File: config.mk
export PLATFORM = sky130hd
export DESIGN_NAME = invaders_march_flat
export DESIGN_NICKNAME = d
export VERILOG_FILES = /design/src/rtl/invaders_march_if.sv /design/src/rtl/invaders_march.sv /design/src/flat_wrapper.sv
export SDC_FILE = /design/constraint.sdc
export NUM_CORES = 1
export LEC_CHECK = 0
export CAP_MARGIN = 20
export CORE_AREA = 3 3 78 80
export DETAILED_ROUTE_END_ITERATION = 12
export DIE_AREA = 0 0 81 83
export GPL_TIMING_DRIVEN = 0
export HOLD_SLACK_MARGIN = 0.02
export PLACE_DENSITY = 0.68
export SETUP_SLACK_MARGIN = 0.05
export SLEW_MARGIN = 20
export SYNTH_ARGS = -nofsm -noshare
export SYNTH_HDL_FRONTEND = slang
export SYNTH_SLANG_ARGS = --single-unit
File: constraint.sdc
create_clock -name clk_36MHz -period 4.1 [get_ports clk_36MHz]
set_input_delay 0.615 -clock clk_36MHz [delete_from_list [all_inputs] [get_ports clk_36MHz]]
set_output_delay 0.615 -clock clk_36MHz [all_outputs]
set_load 0.005 [all_outputs]
File: src/rtl/invaders_march_if.sv
// ---------------------------------------------------------------------------
// invaders_march_if
//
// Signal bundle between the game core and the formation movement scheduler.
//
//   frame_tick      one-cycle pulse per video frame          (core -> march)
//   gameplay        game state, 00 PLAYING / 01 WIN / 10 OVER (core -> march)
//   invaders_array  live-invader bits, row 1 at [19:10]      (core -> march)
//   x_offset        left pixel of grid column 0              (march -> core)
//   invaders_line   current grid line                        (march -> core)
//   direction       0 = moving right, 1 = moving left        (march -> core)
//   step_pulse      one-cycle pulse per move/descend         (march -> core)
//
// master: the side that drives the game inputs (core / testbench)
// slave : the movement scheduler
// ---------------------------------------------------------------------------
interface invaders_march_if;
    logic        frame_tick;
    logic [1:0]  gameplay;
    logic [19:0] invaders_array;
    logic [7:0]  x_offset;
    logic [3:0]  invaders_line;
    logic        direction;
    logic        step_pulse;

    modport master (
        output frame_tick, gameplay, invaders_array,
        input  x_offset, invaders_line, direction, step_pulse
    );

    modport slave (
        input  frame_tick, gameplay, invaders_array,
        output x_offset, invaders_line, direction, step_pulse
    );
endinterface

File: src/rtl/invaders_march.sv
// ---------------------------------------------------------------------------
// invaders_march
//
// Formation movement scheduler for the 10x2 invader grid. Counts frames,
// steps the grid horizontally once per period, and at a screen edge drops
// the grid one line and reverses direction. Freezes (HALT) as soon as the
// game leaves the PLAYING state; only reset brings it back.
//
// Ports:
//   clk_36MHz  system clock
//   reset      synchronous, active-high reset
//   bus        invaders_march_if.slave (frame_tick, gameplay, invaders_array
//              in; x_offset, invaders_line, direction, step_pulse out)
//
// Build option:
//   INVADERS_SPEEDUP_EN  when defined, the step period is
//                        MIN_PERIOD + PERIOD_PER_INVADER * live_count;
//                        otherwise it is the constant BASE_PERIOD and the
//                        popcount logic is not built.
// ---------------------------------------------------------------------------
module invaders_march #(
    parameter int SCREEN_W           = 240,
    parameter int COL_W              = 16,
    parameter int STEP_PX            = 4,
    parameter int X_START            = 40,
    parameter int START_LINE         = 2,
    parameter int MIN_PERIOD         = 2,
    parameter int PERIOD_PER_INVADER = 2,
    parameter int BASE_PERIOD        = 20
) (
    input  logic        clk_36MHz,
    input  logic        reset,
    invaders_march_if.slave bus
);

    typedef enum logic [1:0] {WAIT, MOVE, DESCEND, HALT} state_t;

    // A zero-length period would make the grid step on every frame with no
    // pacing at all; refuse such a configuration at elaboration.
    if (BASE_PERIOD < 1 || MIN_PERIOD < 1 || PERIOD_PER_INVADER < 0) begin : g_cfg_check
        $error("invaders_march: step period parameters must be positive");
    end

    state_t      state_q, state_d;
    logic        tick_p0;
    logic [7:0]  fcnt_q, fcnt_d;
    logic [7:0]  x_q, x_d;
    logic [3:0]  line_q, line_d;
    logic        dir_q, dir_d;
    logic        pulse_q, pulse_d;

    logic [9:0]  col_alive;
    logic [3:0]  lmin, rmax;
    logic [7:0]  period;
    logic [9:0]  right_sum, left_sum;
    logic        hit_edge;

    function automatic logic [3:0] sat_line(input logic [3:0] line);
        return (line == 4'd15) ? 4'd15 : line + 4'd1;
    endfunction

`ifdef INVADERS_SPEEDUP_EN
    function automatic logic [4:0] popcount20(input logic [19:0] v);
        logic [4:0] n;
        n = '0;
        for (int i = 0; i < 20; i++) n = n + {4'b0000, v[i]};
        return n;
    endfunction

    logic [4:0] alive;
    assign alive  = popcount20(bus.invaders_array);
    assign period = 8'(MIN_PERIOD) + 8'(PERIOD_PER_INVADER) * {3'b000, alive};
`else
    assign period = 8'(BASE_PERIOD);
`endif

    always_comb begin
        col_alive = '0;
        for (int c = 0; c < 10; c++) col_alive[c] = bus.invaders_array[c] | bus.invaders_array[c+10];
    end

    // Scan downwards for lmin and upwards for rmax so the last hit wins.
    always_comb begin
        lmin = '0;
        rmax = '0;
        for (int c = 9; c >= 0; c--) if (col_alive[c]) lmin = 4'(c);
        for (int c = 0; c < 10; c++) if (col_alive[c]) rmax = 4'(c);
    end

    // Widened to 10 bits so x_offset near 255 plus a full grid cannot wrap.
    assign right_sum = {2'b00, x_q} + 10'(STEP_PX) + ({6'b0, rmax} + 10'd1) * 10'(COL_W);
    assign left_sum  = {2'b00, x_q} + {6'b0, lmin} * 10'(COL_W);
    assign hit_edge  = dir_q ? (left_sum < 10'(STEP_PX)) : (right_sum > 10'(SCREEN_W));

    always_comb begin
        state_d = state_q;
        fcnt_d  = fcnt_q;
        x_d     = x_q;
        line_d  = line_q;
        dir_d   = dir_q;
        pulse_d = 1'b0;
        if (state_q != HALT && bus.gameplay != 2'b00) begin
            state_d = HALT;
        end else begin
            case (state_q)
                WAIT: begin
                    if (tick_p0) begin
                        if (({1'b0, fcnt_q} + 9'd1) >= {1'b0, period}) begin
                            fcnt_d  = '0;
                            state_d = MOVE;
                        end else begin
                            fcnt_d = fcnt_q + 8'd1;
                        end
                    end
                end
                MOVE: begin
                    state_d = WAIT;
                    if (bus.invaders_array != '0) begin
                        if (hit_edge) begin
                            state_d = DESCEND;
                        end else begin
                            x_d     = dir_q ? x_q - 8'(STEP_PX) : x_q + 8'(STEP_PX);
                            pulse_d = 1'b1;
                        end
                    end
                end
                DESCEND: begin
                    line_d  = sat_line(line_q);
                    dir_d   = ~dir_q;
                    pulse_d = 1'b1;
                    state_d = WAIT;
                end
                default: ;
            endcase
        end
    end

    // Stage p0: frame_tick is registered before WAIT evaluates it; ticks that
    // land outside WAIT are dropped here so MOVE/DESCEND never see them later.
    always_ff @(posedge clk_36MHz) begin
        if (reset) begin
            state_q <= WAIT;
            tick_p0 <= 1'b0;
            fcnt_q  <= '0;
            x_q     <= 8'(X_START);
            line_q  <= 4'(START_LINE);
            dir_q   <= 1'b0;
            pulse_q <= 1'b0;
        end else begin
            state_q <= state_d;
            tick_p0 <= bus.frame_tick && (state_q == WAIT);
            fcnt_q  <= fcnt_d;
            x_q     <= x_d;
            line_q  <= line_d;
            dir_q   <= dir_d;
            pulse_q <= pulse_d;
        end
    end

    assign bus.x_offset      = x_q;
    assign bus.invaders_line = line_q;
    assign bus.direction     = dir_q;
    assign bus.step_pulse    = pulse_q;

endmodule

File: src/flat_wrapper.sv
// flat-port wrapper written by rule: the top's interface ports become plain ports
module invaders_march_flat 
#(
    parameter int SCREEN_W           = 240,
    parameter int COL_W              = 16,
    parameter int STEP_PX            = 4,
    parameter int X_START            = 40,
    parameter int START_LINE         = 2,
    parameter int MIN_PERIOD         = 2,
    parameter int PERIOD_PER_INVADER = 2,
    parameter int BASE_PERIOD        = 20
)
  (clk_36MHz, reset, bus_frame_tick, bus_gameplay, bus_invaders_array, bus_x_offset, bus_invaders_line, bus_direction, bus_step_pulse);
  invaders_march_if bus_i ();
  input  logic clk_36MHz;
  input  logic reset;
  input wire logic [$bits(bus_i.frame_tick)-1:0] bus_frame_tick;
  input wire logic [$bits(bus_i.gameplay)-1:0] bus_gameplay;
  input wire logic [$bits(bus_i.invaders_array)-1:0] bus_invaders_array;
  output wire logic [$bits(bus_i.x_offset)-1:0] bus_x_offset;
  output wire logic [$bits(bus_i.invaders_line)-1:0] bus_invaders_line;
  output wire logic [$bits(bus_i.direction)-1:0] bus_direction;
  output wire logic [$bits(bus_i.step_pulse)-1:0] bus_step_pulse;
  assign bus_i.frame_tick = bus_frame_tick;
  assign bus_i.gameplay = bus_gameplay;
  assign bus_i.invaders_array = bus_invaders_array;
  assign bus_x_offset = bus_i.x_offset;
  assign bus_invaders_line = bus_i.invaders_line;
  assign bus_direction = bus_i.direction;
  assign bus_step_pulse = bus_i.step_pulse;
  invaders_march #(.SCREEN_W(SCREEN_W), .COL_W(COL_W), .STEP_PX(STEP_PX), .X_START(X_START), .START_LINE(START_LINE), .MIN_PERIOD(MIN_PERIOD), .PERIOD_PER_INVADER(PERIOD_PER_INVADER), .BASE_PERIOD(BASE_PERIOD)) u_core (.clk_36MHz(clk_36MHz), .reset(reset), .bus(bus_i));
endmodule
Word level (Yosys, flattened, before mapping)
Index checks and enable logic that the tools add are counted.

operators by class
  add/sub/neg operators = 9
  multiply operators = 0
  divide/modulo/power cells = 0
  order comparisons = 3
  eq/ne operators = 6
  shifts and indexed selects = 0
  multiplexer cells = 32
  bitwise logic cells = 13
  reductions and logical operators = 11

operators by type and width
  kind                                                            number
  two-way mux 4 bit                                               13
  nonzero test 20 bit                                             1
  two-way mux 8 bit                                               2
  two-way mux 2 bit                                               7
  two-way mux 3 bit                                               4
  adder 10 bit                                                    1
  greater-than comparator 10 x 8 -> 1 bit, second input constant  1
  less-than comparator 10 x 3 -> 1 bit, second input constant     1
  OR 1 bit                                                        10
  adder 8 x 1 -> 9 bit, second input constant                     1
  adder 8 x 3 -> 9 bit, second input constant                     1
  adder 8 x 8 -> 9 bit                                            1
  >= comparator 9 x 5 -> 1 bit, second input constant             1
  adder 8 x 1 -> 8 bit, second input constant                     1
  adder 8 x 3 -> 8 bit, second input constant                     1
  subtractor 8 x 3 -> 8 bit, second input constant                1
  != test 3 x 1 -> 1 bit, second input constant                   2
  one-hot mux 2 bit (3 select lines)                              1
  AND reduction 3 bit                                             2
  adder 4 x 1 -> 5 bit, second input constant                     1
  adder 4 x 1 -> 4 bit, second input constant                     1
  == test 4 bit, second input constant                            1
  two-way mux 1 bit                                               4
  AND reduction 4 bit                                             1
  other kinds (11)                                                14

word-level totals
  flip-flop bits (word level) = 25
  latch bits = 0
  bits in writable memories = 0
  memory bits (read-only) = 0
  output and inout port bits = 14
  logic and storage cells = 81
  memories kept = 0

Longest topological paths before layout
  word-level depth = 18
  depth in mapped cells = 16
  gate-level depth less buffers = 15

Least setup slack after synthesis
OpenSTA, ideal clock, no wires.

  path kind = input to register
  from = input bus_invaders_array[2]
  to = register u_core.x_q[2] (netlist: u_core.bus.x_offset[2])
  setup time = 0.121 ns
  data arrival time = 3.522 ns
  data required time = 3.979 ns
  setup slack = 0.457 ns
  stages = 16
  buffers on the path = 1
  path through = nor2_1 -> o21ai_0 -> a211oi_1 -> o31ai_1 -> a211o_1 -> nand2_1 -> ha_1 -> inv_1 -> fa_1 -> nand3b_1 -> nor3_1 -> a21oi_1 -> o32a_4 -> or2_1 -> buf_6 -> mux2_4

between the ends
  longest elaborated chain between the ends = 15

RTL lines
  what                                     line                   source
  from (decl)                              flat_wrapper.sv:19     input wire logic [$bits(bus_i.invaders_array)-1:0] bus_invaders_array;
  OR 1 bit                                 invaders_march.sv:79   for (int c = 0; c < 10; c++) col_alive[c] = bus.invaders_array[c] | bus.invaders_array[c+10];
  two-way mux 2 bit (2 in series)          invaders_march.sv:87   for (int c = 0; c < 10; c++) if (col_alive[c]) rmax = 4'(c);
  two-way mux 3 bit (4 in series)          invaders_march.sv:87
  two-way mux 4 bit (2 in series)          invaders_march.sv:87
  adder 4 x 1 -> 5 bit                     invaders_march.sv:91   assign right_sum = {2'b00, x_q} + 10'(STEP_PX) + ({6'b0, rmax} + 10'd1) * 10'(COL_W);
  adder 10 bit                             invaders_march.sv:91
  greater-than comparator 10 x 8 -> 1 bit  invaders_march.sv:93   assign hit_edge = dir_q ? (left_sum < 10'(STEP_PX)) : (right_sum > 10'(SCREEN_W));
  two-way mux 1 bit                        invaders_march.sv:93
  NOT 1 bit (no line)                      --
  AND reduction 4 bit (no line) *          --
  to (signal assigned)                     invaders_march.sv:145  x_q <= 8'(X_START);
  to (decl)                                invaders_march.sv:47   logic [7:0] x_q, x_d;

Every way passes the cells marked *; elsewhere a longest branch is shown, timed or not.
A chain may end at the register's enable or synchronous reset.

Final worst setup path
  from = input bus_invaders_array[4]
  to = register u_core.x_q[2] (netlist: u_core.bus.x_offset[2])

between the ends
  longest elaborated chain between the ends = 13

RTL lines
  what                                     line
  OR 1 bit                                 invaders_march.sv:79
  two-way mux 3 bit (4 in series)          invaders_march.sv:87
  two-way mux 4 bit (2 in series)          invaders_march.sv:87
  adder 4 x 1 -> 5 bit                     invaders_march.sv:91
  adder 10 bit                             invaders_march.sv:91
  greater-than comparator 10 x 8 -> 1 bit  invaders_march.sv:93
  two-way mux 1 bit                        invaders_march.sv:93
  NOT 1 bit (no line)                      --
  AND reduction 4 bit (no line) *          --

Marks and branches as above.

==> results.yml <==
status:
  status: "finished, final reports clean"
hold_path:
  hold-path-endpoint: "u_core.fcnt_q[5]"
  min_path_type: "reg -> reg"
  whs_path_depth: 1
  min_from: "u_core.fcnt_q[5]"
sta:
  max_freq_mhz: 260
  layout_min_cycle_time_ns: 3.85
  rsz0062_at_grt: "no"
  skew_ns: 0.00320
  setup_viol: 0
  final_max_slew_viol_count: 0
  holdWs_ns: 0.484
  finalHoldViolCount: 0
  setup_tns_ns: 0
  timing.final.crit_share_pct: 93.9
clock_tree:
  numCtsBuffers: 3
  ctsRootBufferMaster: "clkbuf_8"
  cts_sinks: 23
  insertion_delay_ns: 0.26
  path_clk_slew_ns: 0.08
  htreeDepth: 1
  cts_buffer_depth: 2
  cts_tree: "built"
floorplan:
  die_y_um: 83
  core_region_area_sq_mm: 0.00547
  die_x_um: 81
  start_util_pct: 34.2
  num_rows: 27
  io_pins: 39
  die_area_sq_mm: 0.00672
flow_run:
  drv_cap: 0
drt:
  avgViaCountPerCell: 5.00
  drtAntennaViolNets: 0
  route.detailed.drc: 0
  detailroute.via_count: 1705
  dr.pass1.iters: 4
  wl_per_cell_um: 12.1
  drt_iter0_markers: 59
  drt_wl_total_um: 4140
placement:
  gp_congestion: 0.830
  dpl.cell_count: 334
  port_buffers: 36
  hpwl_um: 3250
  placed_area_sq_mm: 0.00233
critical_path:
  rrSetupSlack_ns: 1.05
  worst-path-max-fanout: 5
  worstSetupPathType: "in -> reg"
  worstPathArrival_ns: 4.01
  rr_startpoint: "u_core.bus.x_offset[2]"
  rr_endpoint: "u_core.bus.x_offset[2]"
  crit_required_ns: 4.26
  cpPeakStageDelay_ns: 0.53
  reg2reg_depth: 10
  cp-end-kind: "flop"
  crit_slowest_cell: "clkdlybuf4s50_1"
  cp_cell_sequence: "clkdlybuf4s50_1 -> a211oi_1 -> o31ai_1 -> a211o_1 -> nand2_1 -> ha_4 -> inv_1 -> fa_2 -> nand3b_1 -> nor3_2 -> a21oi_1 -> o32a_4 -> or2_1 -> buf_6 -> mux2_4"
  cp-start-kind: "input pin"
  startpoint: "bus_invaders_array[4]"
  critical-path-top-delay-family: "compound AO/OA/AOI/OAI gates"
  cp.buffers_inverters: 3
power_and_ir_drop:
  ir_worst_vdd_uv: 155
  leakage_nw: 1.10
  power_density_mw_per_mm2: 212
logic_synthesis:
  ys_types: 52
  ys_seq_area_share_pct: 24.6
  ys_warn_count: 0
  avgSynthCellArea_sq_um: 8.35
  async_flop_share_pct: 0
  synth-main-ff-cell: "dfxtp_1"
  synth_edf_count: 0
  syn_area_sq_mm: 0.00187
  synthCells: 224
  ys_seq_elements: 23
finish:
  layout_common_cells: "clkdlybuf4s50_1 (29), dfxtp_1 (23), ha_1 (20), nor2_1 (18), nand2_1 (16)"
  final_cell_count_no_fill: 341
  nFillCells: 546
  syn_to_final_growth_pct: 30.4
  drive_gt1_share_pct: 9.29
  antenna_cells: 0
  fin_area_sq_mm: 0.00244
  nNetsFinal: 319
  final_common_cell: "clkdlybuf4s50_1"
grt:
  grt_first_pass_wirelength_um: 7220
  grt_antenna_before_repair: 0
  grt_max_degree: 14
  grt_pass1_vias: 1643
  grtUsageTotal_pct: 13.0
  grt_overflow: 0
## where the power goes
part,internal (mW),total [mW],switching [mW]
Clock,0.0677,0.137,0.0691
Sequential,0.230,0.240,0.00969
Combinational,0.0745,0.141,0.0666
Total,0.372,0.517,0.145
## timing repair
item	CTS	global route
endpoints found under the setup margin	2	6
resized for setup	1	12
pin swaps	2	8
hold buffers	0	0
setup buffers	1	2
## cell usage after synthesis, types with 2 or more instances
cell type / n / area, sq um
xnor2_1: 8 / 70.1
nand3b_1: 3 / 22.5
o21bai_1: 2 / 15.0
nand4b_1: 2 / 17.5
clkbuf_1: 3 / 11.3
fa_1: 3 / 60.1
or2_2: 2 / 12.5
nor2b_1: 2 / 12.5
nor3_1: 11 / 55.1
inv_1: 13 / 48.8
and2_1: 4 / 25.0
a21oi_1: 14 / 70.1
a21o_1: 3 / 22.5
o31ai_1: 5 / 37.5
xor2_1: 3 / 26.3
and3_1: 8 / 50.1
ha_1: 21 / 263
nor2_1: 20 / 75.1
buf_4: 2 / 15.0
nor4_1: 6 / 37.5
a211oi_1: 6 / 45.0
nand2_1: 16 / 60.1
o21ai_0: 8 / 40.0
nand3_1: 8 / 40.0
mux2i_1: 2 / 20.0
dfxtp_1: 23 / 460
## registers in the layout, indices dropped and copies added (netlist names)
| signal | count |
|---|---|
| u_core.state_q | 2 |
| u_core.bus.invaders_line | 4 |
| u_core.bus.step_pulse | 1 |
| u_core.bus.direction | 1 |
| u_core.tick_p0 | 1 |
| u_core.bus.x_offset | 6 |
| u_core.fcnt_q | 8 |
## logic make-up after synthesis
| kind of cell | Yosys count | synth area share (%) |
|---|---|---|
| buf+inv | 20 | 4.82 |
| flops | 23 | 24.6 |
| mux | 4 | 2.47 |
| xor+xnor | 11 | 5.15 |
| compound gates | 51 | 19.9 |
| fa+ha+maj | 24 | 17.3 |
| other cells | 1 | 0.200 |
| simple gates | 90 | 25.6 |
## stage by stage
step / utilization [%] / worst slack [ns] / power [mW]
6_report: 44.6 / 0.249 / 0.517
5_1_grt: 44.6 / 0.0685 / 0.556
4_1_cts: 43.6 / 0.0834 / 0.520
3_5_place_dp: 42.5 / -0.291 / 0.381
3_3_place_gp: 42.5 / -0.217 / 0.379
2_1_floorplan: - / 0.457 / 0.327
## how the worst max path moves through the flow
| stage | end | slack [ns] | cells after the start |
|---|---|---|---|
| CTS | u_core.bus.x_offset[2] | 0.08 | 17 |
| global placement | u_core.bus.x_offset[2] | -0.22 | 17 |
| global route | u_core.bus.x_offset[2] | 0.07 | 15 |
| floorplan | u_core.bus.x_offset[2] | 0.46 | 16 |
| finish | u_core.bus.x_offset[2] | 0.25 | 15 |
| detailed placement | u_core.bus.x_offset[2] | -0.29 | 17 |
## layer usage
layer  wire, um  track usage (%)
met1       2010             17.8
met2       1970             21.4
met3        134             1.84
met4         27             2.76
met5          0                0
## layout make-up
class | instances | area [sq um] | share of cell area (%)
Multi-Input combinational cell | 183 | 1350 | 55.4
Buffer | 6 | 37.5 | 1.54
Tap cell | 72 | 90.1 | 3.69
Clock buffer | 3 | 41.3 | 1.69
Timing Repair Buffer | 39 | 400 | 16.4
Sequential cell | 23 | 460 | 18.9
Inverter | 14 | 52.6 | 2.15
Clock inverter | 1 | 5.00 | 0.205
No activity file was read; power rests on OpenSTA's default activity.
